**src/rtl/seq_det_arb_pkg.sv**
```systemverilog
`default_nettype none
// ============================================================================
// Module      : seq_det_arb_pkg
// Description : Shared types and constants for the sequence-detector front
//               end: FSM state encoding, default frame length and the
//               requester id constants.
// Revision    : 1.0 - initial release
// ============================================================================
package seq_det_arb_pkg;

    // IDLE : detector held in reset, waiting for a frame
    // SHIFT: frame bits are driven onto the detector input
    // RESP : verdict presented; detector held in reset; next frame may start
    typedef enum logic [1:0] {
        IDLE  = 2'd0,
        SHIFT = 2'd1,
        RESP  = 2'd2
    } state_t;

    localparam int   c_FRAME_LEN = 4;
    localparam logic c_REQ0      = 1'b0;
    localparam logic c_REQ1      = 1'b1;

endpackage
`default_nettype wire

```
**src/rtl/seq_det_arbiter_rr_arb2.sv**
```systemverilog
`default_nettype none
// ============================================================================
// Module      : rr_arb2
// Description : Two-input round-robin grant. A lone requester always wins;
//               on a tie the requester that did not win last time is chosen.
// Ports       : valid0, valid1  - request lines
//               last_grant      - id of the most recently accepted requester
//               enable          - grants are only issued while high
//               grant_vld       - a grant is issued this cycle
//               grant_id        - id of the granted requester
// Revision    : 1.0 - initial release
// ============================================================================
module rr_arb2
    import seq_det_arb_pkg::*;
(
    input  logic valid0,
    input  logic valid1,
    input  logic last_grant,
    input  logic enable,
    output logic grant_vld,
    output logic grant_id
);

    logic w_both;

    assign w_both    = valid0 & valid1;
    assign grant_vld = enable & (valid0 | valid1);
    assign grant_id  = w_both ? ~last_grant : (valid1 ? c_REQ1 : c_REQ0);

endmodule
`default_nettype wire

```
**src/rtl/seq_det_arbiter.sv**
```systemverilog
`default_nettype none
// ============================================================================
// Module      : seq_det_arbiter
// Description : Two-requester front end for a Mealy sequence detector.
//               Accepts 4-bit frames over valid/ready, arbitrates round-robin,
//               shifts the granted frame LSB-first into the detector, keeps
//               the detector in reset between frames and returns the verdict
//               sampled on the last bit, tagged with the requester id.
// Ports       : clk, rst (async, active-high)
//               req0_valid/req0_frame/req0_ready, req1_* - frame handshakes
//               det_in, det_rst_n (registered), det_dec  - detector link
//               rsp_valid, rsp_id, rsp_dec               - verdict pulse
//               busy                                     - high in SHIFT
//               match_cnt0/match_cnt1 - saturating match counters, present
//               only when SEQ_DET_ARB_MATCH_CNT_EN is defined
// Options     : SEQ_DET_ARB_MATCH_CNT_EN - enables the match counters
// Revision    : 1.0 - initial release
// ============================================================================
module seq_det_arbiter
    import seq_det_arb_pkg::*;
#(
    parameter int FRAME_LEN = c_FRAME_LEN,
    parameter int CNT_W     = 8
) (
    input  logic                 clk,
    input  logic                 rst,
    input  logic                 req0_valid,
    input  logic [FRAME_LEN-1:0] req0_frame,
    output logic                 req0_ready,
    input  logic                 req1_valid,
    input  logic [FRAME_LEN-1:0] req1_frame,
    output logic                 req1_ready,
    output logic                 det_in,
    output logic                 det_rst_n,
    input  logic                 det_dec,
    output logic                 rsp_valid,
    output logic                 rsp_id,
    output logic                 rsp_dec,
    output logic                 busy
`ifdef SEQ_DET_ARB_MATCH_CNT_EN
    ,
    output logic [CNT_W-1:0]     match_cnt0,
    output logic [CNT_W-1:0]     match_cnt1
`endif
);

    localparam int                    c_CNT_BITS = (FRAME_LEN > 1) ? $clog2(FRAME_LEN) : 1;
    localparam logic [c_CNT_BITS-1:0] c_LAST_BIT = c_CNT_BITS'(FRAME_LEN - 1);

    if (FRAME_LEN < 2 || CNT_W < 1) begin : g_param_check
        $error("seq_det_arbiter: FRAME_LEN must be >= 2 and CNT_W >= 1");
    end

    state_t                r_state;
    state_t                w_state_nxt;
    logic [FRAME_LEN-1:0]  r_shreg;
    logic [c_CNT_BITS-1:0] r_bit_cnt;
    logic                  r_grant_id;
    logic                  r_last_grant;
    logic                  r_det_rst_n;
    logic                  r_rsp_id;
    logic                  r_rsp_dec;
    logic                  w_accept_en;
    logic                  w_grant_vld;
    logic                  w_grant_id;
    logic                  w_last_bit;

    // Grants are suppressed while rst is asserted so ready reads low during reset.
    assign w_accept_en = ~rst & ((r_state == IDLE) | (r_state == RESP));

    rr_arb2 u_arb (
        .valid0     (req0_valid),
        .valid1     (req1_valid),
        .last_grant (r_last_grant),
        .enable     (w_accept_en),
        .grant_vld  (w_grant_vld),
        .grant_id   (w_grant_id)
    );

    assign w_last_bit = (r_bit_cnt == c_LAST_BIT);

    // ------------------------------------------------------------------------
    // FSM: state register
    // ------------------------------------------------------------------------
    always_ff @(posedge clk or posedge rst) begin
        if (rst) begin
            r_state <= IDLE;
        end else begin
            r_state <= w_state_nxt;
        end
    end

    // ------------------------------------------------------------------------
    // FSM: next state and state-decoded outputs
    // ------------------------------------------------------------------------
    always_comb begin
        w_state_nxt = r_state;
        req0_ready  = 1'b0;
        req1_ready  = 1'b0;
        det_in      = 1'b0;
        busy        = 1'b0;
        rsp_valid   = 1'b0;

        // The RESP cycle is also an accept cycle, giving FRAME_LEN+1 throughput.
        req0_ready = w_grant_vld & (w_grant_id == c_REQ0);
        req1_ready = w_grant_vld & (w_grant_id == c_REQ1);

        case (r_state)
            IDLE: begin
                if (w_grant_vld) begin
                    w_state_nxt = SHIFT;
                end
            end
            SHIFT: begin
                busy   = 1'b1;
                det_in = r_shreg[0];
                if (w_last_bit) begin
                    w_state_nxt = RESP;
                end
            end
            RESP: begin
                rsp_valid   = 1'b1;
                w_state_nxt = w_grant_vld ? SHIFT : IDLE;
            end
            default: begin
                w_state_nxt = IDLE;
            end
        endcase
    end

    // ------------------------------------------------------------------------
    // Datapath: frame capture, serialisation and verdict capture
    // ------------------------------------------------------------------------
    always_ff @(posedge clk or posedge rst) begin
        if (rst) begin
            r_shreg      <= '0;
            r_bit_cnt    <= '0;
            r_grant_id   <= c_REQ0;
            r_last_grant <= c_REQ1;  // requester 0 wins the first tie
            r_det_rst_n  <= 1'b0;
            r_rsp_id     <= c_REQ0;
            r_rsp_dec    <= 1'b0;
        end else begin
            // Detector reset follows the state being entered, so it releases
            // exactly on the first shifted bit and re-asserts in RESP.
            r_det_rst_n <= (w_state_nxt == SHIFT);

            if (w_grant_vld) begin
                r_shreg      <= (w_grant_id == c_REQ1) ? req1_frame : req0_frame;
                r_bit_cnt    <= '0;
                r_grant_id   <= w_grant_id;
                r_last_grant <= w_grant_id;
            end else if (r_state == SHIFT) begin
                if (w_last_bit) begin
                    // Mealy output is valid while the last bit is on det_in.
                    r_rsp_dec <= det_dec;
                    r_rsp_id  <= r_grant_id;
                end else begin
                    r_shreg   <= {1'b0, r_shreg[FRAME_LEN-1:1]};
                    r_bit_cnt <= r_bit_cnt + 1'b1;
                end
            end
        end
    end

    assign det_rst_n = r_det_rst_n;
    assign rsp_id    = r_rsp_id;
    assign rsp_dec   = r_rsp_dec;

`ifdef SEQ_DET_ARB_MATCH_CNT_EN
    // ------------------------------------------------------------------------
    // Per-requester saturating match counters
    // ------------------------------------------------------------------------
    localparam logic [CNT_W-1:0] c_CNT_MAX = '1;

    logic [CNT_W-1:0] r_match_cnt0;
    logic [CNT_W-1:0] r_match_cnt1;
    logic             w_hit;

    assign w_hit = (r_state == RESP) & r_rsp_dec;

    always_ff @(posedge clk or posedge rst) begin
        if (rst) begin
            r_match_cnt0 <= '0;
            r_match_cnt1 <= '0;
        end else if (w_hit) begin
            if (r_rsp_id == c_REQ0 && r_match_cnt0 != c_CNT_MAX) begin
                r_match_cnt0 <= r_match_cnt0 + 1'b1;
            end
            if (r_rsp_id == c_REQ1 && r_match_cnt1 != c_CNT_MAX) begin
                r_match_cnt1 <= r_match_cnt1 + 1'b1;
            end
        end
    end

    assign match_cnt0 = r_match_cnt0;
    assign match_cnt1 = r_match_cnt1;
`endif

endmodule
`default_nettype wire

```
**config.mk**
```make
export PLATFORM = sky130hd
export DESIGN_NAME = seq_det_arbiter
export DESIGN_NICKNAME = d
export VERILOG_FILES = /design/src/rtl/seq_det_arb_pkg.sv /design/src/rtl/seq_det_arbiter_rr_arb2.sv /design/src/rtl/seq_det_arbiter.sv
export SDC_FILE = /design/constraint.sdc
export NUM_CORES = 1
export LEC_CHECK = 0
export BUFFER_PORTS_ARGS = -buffer_cell sky130_fd_sc_hd__buf_2
export CAP_MARGIN = 20
export CORE_UTILIZATION = 25
export CTS_BUF_LIST = sky130_fd_sc_hd__clkbuf_2 sky130_fd_sc_hd__clkbuf_4 sky130_fd_sc_hd__clkbuf_8
export DETAILED_ROUTE_END_ITERATION = 12
export GPL_TIMING_DRIVEN = 0
export PLACE_DENSITY_LB_ADDON = 0.2
export SLEW_MARGIN = 20
export SYNTH_ARGS = -nofsm -noshare
export SYNTH_HDL_FRONTEND = slang
export SYNTH_SLANG_ARGS = --single-unit
```
**constraint.sdc**
```tcl
create_clock -name clk -period 1.9 [get_ports clk]
set_input_delay 0.285 -clock clk [delete_from_list [all_inputs] [get_ports clk]]
set_output_delay 0.285 -clock clk [all_outputs]
set_load 0.05 [all_outputs]
```
# Word-level counts from Yosys, hierarchy flattened
# Index checks and enable logic that the tools add are counted.
# Widths: inputs -> output; s select.
# op_classes
bitwise_logic,11
n_addsub,1
reduce_logical,4
eq_ne,5
muxes,16
# op_table
cell,count
$mux 4,4
$mux 2,5
$mux 1,6
$pmux 2 s3,1
$and 1x1->1,5
$eq 2x1->1 const B,2
$eq 2x2->1 const B,2
$not 1->1,4
$reduce_and 3->1,1
$add 2x1->2 const B,1
$logic_not 2->1,1
$ne 2x2->1 const B,1
$or 1x1->1,2
$reduce_and 2->1,1
$reduce_bool 2->1,1
# word_totals
elab_cells,45
register_bits,13
out_inout_bits,8

# Longest topological paths before layout
# depth
word_depth,7
ltp_mapped,6
depth_no_buf,5

# Cells and area by module
# A second synthesis with hierarchy kept.
# hier_totals
cells_unflattened,62
area_unflattened_um2,698.2
# modules_own_cells
module,area_per_inst_um2,cells_per_inst,seq_area_each_um2,instances
seq_det_arbiter,679.4,60,326.6,1
rr_arb2,18.8,2,0.0,1

# Least setup slack after synthesis
# No wires, ideal clock.
# synth_timing
path_type,register to register
startpoint,reg r_state[0]
endpoint,reg r_shreg[3]
slack_ps,-394
arrival_time_ps,2221
setup_time_ps,73
path_stages_with_launch,4
required_time_ps,1827
cell_sequence,dfrtp_1 a21o_1 nor3b_1 a221o_1
# synth_between
elab_chain_cells,6
elab_cells_between_ends,10
# synth_rtl
element,line_no,source
start: declaration,seq_det_arbiter.sv:54,state_t r_state;
start signal: assignment,seq_det_arbiter.sv:89,r_state <= w_state_nxt;
$eq 2x2->1 or $logic_not 2->1 (tied branches),seq_det_arbiter.sv:69,assign w_accept_en = ~rst & ((r_state == IDLE) | (r_state == RESP));
$or 1x1->1,seq_det_arbiter.sv:69,
$and 1x1->1,seq_det_arbiter.sv:69,
$and 1x1->1,seq_det_arbiter_rr_arb2.sv:27,assign grant_vld = enable & (valid0 | valid1);
$ne 2x2->1 (no source line) or $reduce_bool 2->1 (tied branches),--,
$reduce_and 2->1 (no source line),--,
end signal: assignment,seq_det_arbiter.sv:149,r_shreg <= (w_grant_id == c_REQ1) ? req1_frame : req0_frame;
end signal: assignment,seq_det_arbiter.sv:159,"r_shreg <= {1'b0, r_shreg[FRAME_LEN-1:1]};"
end: declaration,seq_det_arbiter.sv:56,logic [FRAME_LEN-1:0] r_shreg;
# Parallel ways exist; a longest one is shown, timed or not.
# A chain may end at the register's enable or synchronous reset.

# Final worst setup path
# layout_timing
startpoint,reg r_state[0]
endpoint,out req1_ready
# layout_between
elab_chain_cells,5
elab_cells_between_ends,6
# layout_rtl
element,line_no,source
$eq 2x2->1 or $logic_not 2->1 (tied branches),seq_det_arbiter.sv:69,
$or 1x1->1 *,seq_det_arbiter.sv:69,
$and 1x1->1 *,seq_det_arbiter.sv:69,
$and 1x1->1 *,seq_det_arbiter_rr_arb2.sv:27,
$and 1x1->1 *,seq_det_arbiter.sv:106,req1_ready = w_grant_vld & (w_grant_id == c_REQ1);
end: declaration,seq_det_arbiter.sv:32,"output logic req1_ready,"
# Mark *: on every way between the ends. The rest lies on a longest branch, timed or not.

==> results by group <==
Outcome
  – Status: finished clean

Clock tree
  – Clk buf depth: 2
  – Later-pin clock latency in the skew report: 0.28 ns
  – TritonCTS Sinks: 13
  – Max H-tree Level: 1
  – CTS tree: built
  – Clock transition at path regs: around 0.080 ns
  – Post-CTS Setup Inserts: 0
  – CTS Root Cell: clkbuf_4
  – CTS resizes: 1
  – Cts bufs inserted: 3
  – Post-CTS Hold Fix Bufs: 0

Drt
  – DRC errors left: 0
  – Detail Route Antenna Nets: 0
  – Vias: ~560
  – Drt wl/cell: 12.59 um
  – Number of DRC markers in iteration 0: 14
  – DRT Pass-1 Iters: 4
  – Number of vias per cell: between 4 and 5
  – Final WL: around 1400 um

Power and ir drop
  – P_leak: ~0.41 nW
  – Switch share: 0.4560
  – VDD IR max: between 800 and 900 uV
  – Comb power frac: 0.539
  – Int Pwr: approximately 0.0008 W
  – Cell Pwr Density: ~1800 nW/um^2
  – Clock power frac: 0.125
  – Sequential power share: 0.336
  – NetSw: approximately 0.00068 W

Min path
  – Worst hold-check path type: in2reg
  – Hold_sp: det_dec

Timing
  – RSZ-0062 raised after global routing: false
  – Relative slew slack: 0.6607
  – Slew Viols, Final: 0
  – Slack of the critical path: just over 0.1 ns
  – Slew at the pin with the worst max-slew slack: ~0.51 ns
  – Fmax: ~560 MHz
  – Final hold vios: 0
  – Tmin final: roughly 1.8 ns
  – Period utilization: 0.9462
  – Setup TNS: 0 ns
  – Setup violations, final: 0
  – Clock Skews: roughly 0.0073 ns

Global route
  – Total track usage: 0.1262
  – Initial antenna violation count: 0
  – Total gr overflow: 0
  – Vias in the first global route: 550
  – First-pass GRT wire length: ~2500 um
  – Largest net degree at the start of global routing: 14

Flow run
  – Max Cap Viol: 0

Critical path
  – Setup crit end kind: primary output
  – Worst Path Buf+Inv: 1
  – Crit-path cells: a21o_1, nor3b_4, buf_4
  – Max incr delay on CP: 0.44 ns
  – Worst-path fanout max: 6
  – WP data arrival: around 1.5 ns
  – FF-to-FF Start: r_bit_cnt[0]$_DFFE_PP0P_
  – Setup CP Type: reg2out
  – Worst setup startpoint: r_state[0]$_DFF_PP0_
  – Worst setup SP type: flip-flop
  – Data required, critical path: 1.62 ns
  – Critical Path Slowest Stage Cell: dfrtp_1
  – Top cell family by delay on the critical path: flip-flops

Final layout
  – # fillers: between 200 and 300
  – Ant. Diodes: 0
  – Share of cells above drive strength 1: 0.3690
  – Total Nets Final: approximately 100
  – Final cell utilization of the core: 0.3419
  – Seq. cell area: 326.6 um^2
  – Area of the multi-input gates: about 320 um^2
  – Area delta synth->final: 28.71%

Yosys
  – Combinational family with the most area after synthesis: simple AND/OR/NAND/NOR gates
  – Synth top area share: 0.4563
  – Synth Area in Simple Gates: 0.2243
  – Syn_area_per_cell: ~11 um^2
  – Post-synth EDFFs: 0
  – Netlist cell types: 25
  – Multiplexer share of the synthesized area: 0.04943
  – Synth Net Count: 74
  – Synth Area in Compound Gates: 0.1559
  – Dominant synthesized flop cell: dfrtp_1
  – Mapped cell area: roughly 660 um^2
  – Synth area leader: dfrtp_1
  – Yosys synthesis warning count: 0
  – Post-synthesis cell count: 60
  – Post-synthesis sequential area ratio: 0.4962
  – Post-synthesis async set-or-reset flop share: 1.000
  – XOR/XNOR Fraction of Synth Area: 0.01331
  – Adder-cell area share of the yosys netlist: 0.01901
  – Yosys reg bits: 13
  – Top cells by area in the synthesized netlist: dfrtp_1 (46%), o32a_1 (9.1%), nor4b_1 (5.3%), dfstp_2 (4.0%), a21o_1 (3.4%)

Floorplan
  – Die height: 53.31 um
  – Die width: 53.31 um
  – Die area: 2842 um^2
  – Row cnt: 18
  – I/O pin cnt: 21
  – CORE AREA: 2477 um^2
  – Initial Utilization: 0.2657

Placement
  – Place WS: 0.1711 ns
  – DPL Wire Length: 1072 um
  – Routability cong.: 0.7935
  – Port bufs: 20
[sequential cells by signal, indices dropped and copies added (netlist names)]
name / flops
rsp_dec: 1
r_grant_id: 1
r_bit_cnt: 2
r_last_grant: 1
det_rst_n: 1
rsp_id: 1
r_state: 2
r_shreg: 4
[routing by layer]
layer	part of all wire	GRT usage
met4	0.024	0.07895
met5	0	0
met2	0.43	0.1854
met1	0.49	0.1655
met3	0.054	0.02586
[power by group through the flow]
stage	Sequential, W	Clock [W]	Combinational, W
floorplan	0.000596	0	0.000532
detailed placement	0.000508	0	0.000796
global placement	0.000504	0	0.000787
CTS	0.000502	0.000193	0.000802
global route	0.000523	0.000208	0.000877
finish	0.000501	0.000186	0.000803
[layout by cell type (no fill, tap or decap)]
cell	count
nor2b_1	2
nor2b_2	1
nand3b_1	3
dfstp_2	1
mux2i_1	1
nor3_1	1
buf_2	20
nor3_2	1
and2_1	1
xor2_1	1
nor2_1	6
mux2_1	2
clkbuf_4	4
nand2b_1	1
inv_2	1
o32a_1	6
nor3b_4	1
dfrtp_1	12
or3_1	1
buf_4	1
nand2_1	1
ha_1	1
nor4b_1	4
a221o_1	1
or3b_1	1
inv_1	3
o31a_2	1
a21o_1	3
clkbuf_1	2
[through the flow]
| stage | total power, W | cell area [um^2] | cells | hold WS (ns) |
|---|---|---|---|---|
| after floorplan | 0.001128 | 670.6 | 60 | 0.3623 |
| after global placement | 0.001292 | 808.3 | 110 | 0.4615 |
| after detailed placement | 0.001304 | 808.3 | 110 | 0.4650 |
| after CTS | 0.001497 | 840.8 | 114 | 0.2228 |
| after global routing | 0.001608 | 847.1 | 114 | 0.2271 |
| final | 0.001491 | 847.1 | 114 | 0.2298 |
[area by class of cell]
cell class	instances	share of cell area
Sequential cell	13	0.3855
Multi-Input combinational cell	40	0.3811
Timing Repair Buffer	20	0.1211
Tap cell	30	0.04431
Clock buffer	4	0.03545
Inverter	4	0.01773
Buffer	3	0.01477
[kinds of logic after synthesis]
kind of cell             count (synthesis)
AO/OA/AOI/OAI                           11
XOR/XNOR                                 1
adder cells (fa/ha/maj)                  1
buffers and inverters                    7
flip-flops                              13
multiplexers                             3
AND/OR/NAND/NOR                         24
[Yosys cell counts (2+ instances only)]
master,n
nor2b_1,3
nor2_1,6
mux2_1,2
nor3_1,2
inv_1,3
dfrtp_1,12
a21o_1,3
nor4b_1,4
o32a_1,6
nand3b_1,3
clkbuf_1,2
[path summary, 6_finish.rpt]
check / slack (ns) / to / depth (start not counted)
min reg2reg: 0.48 / r_grant_id$_DFFE_PP0P_ / 1
min in group asynchronous: 0.33 / r_state[0]$_DFF_PP0_ / 3
min: 0.23 / rsp_dec$_DFFE_PP0P_ / 2
max reg2reg: 0.17 / r_shreg[3]$_DFFE_PP0P_ / 5
max in group asynchronous: 1.20 / r_last_grant$_DFFE_PP1P_ / 3
max: 0.10 / req1_ready / 3
Power figures use the tool's default switching activity.
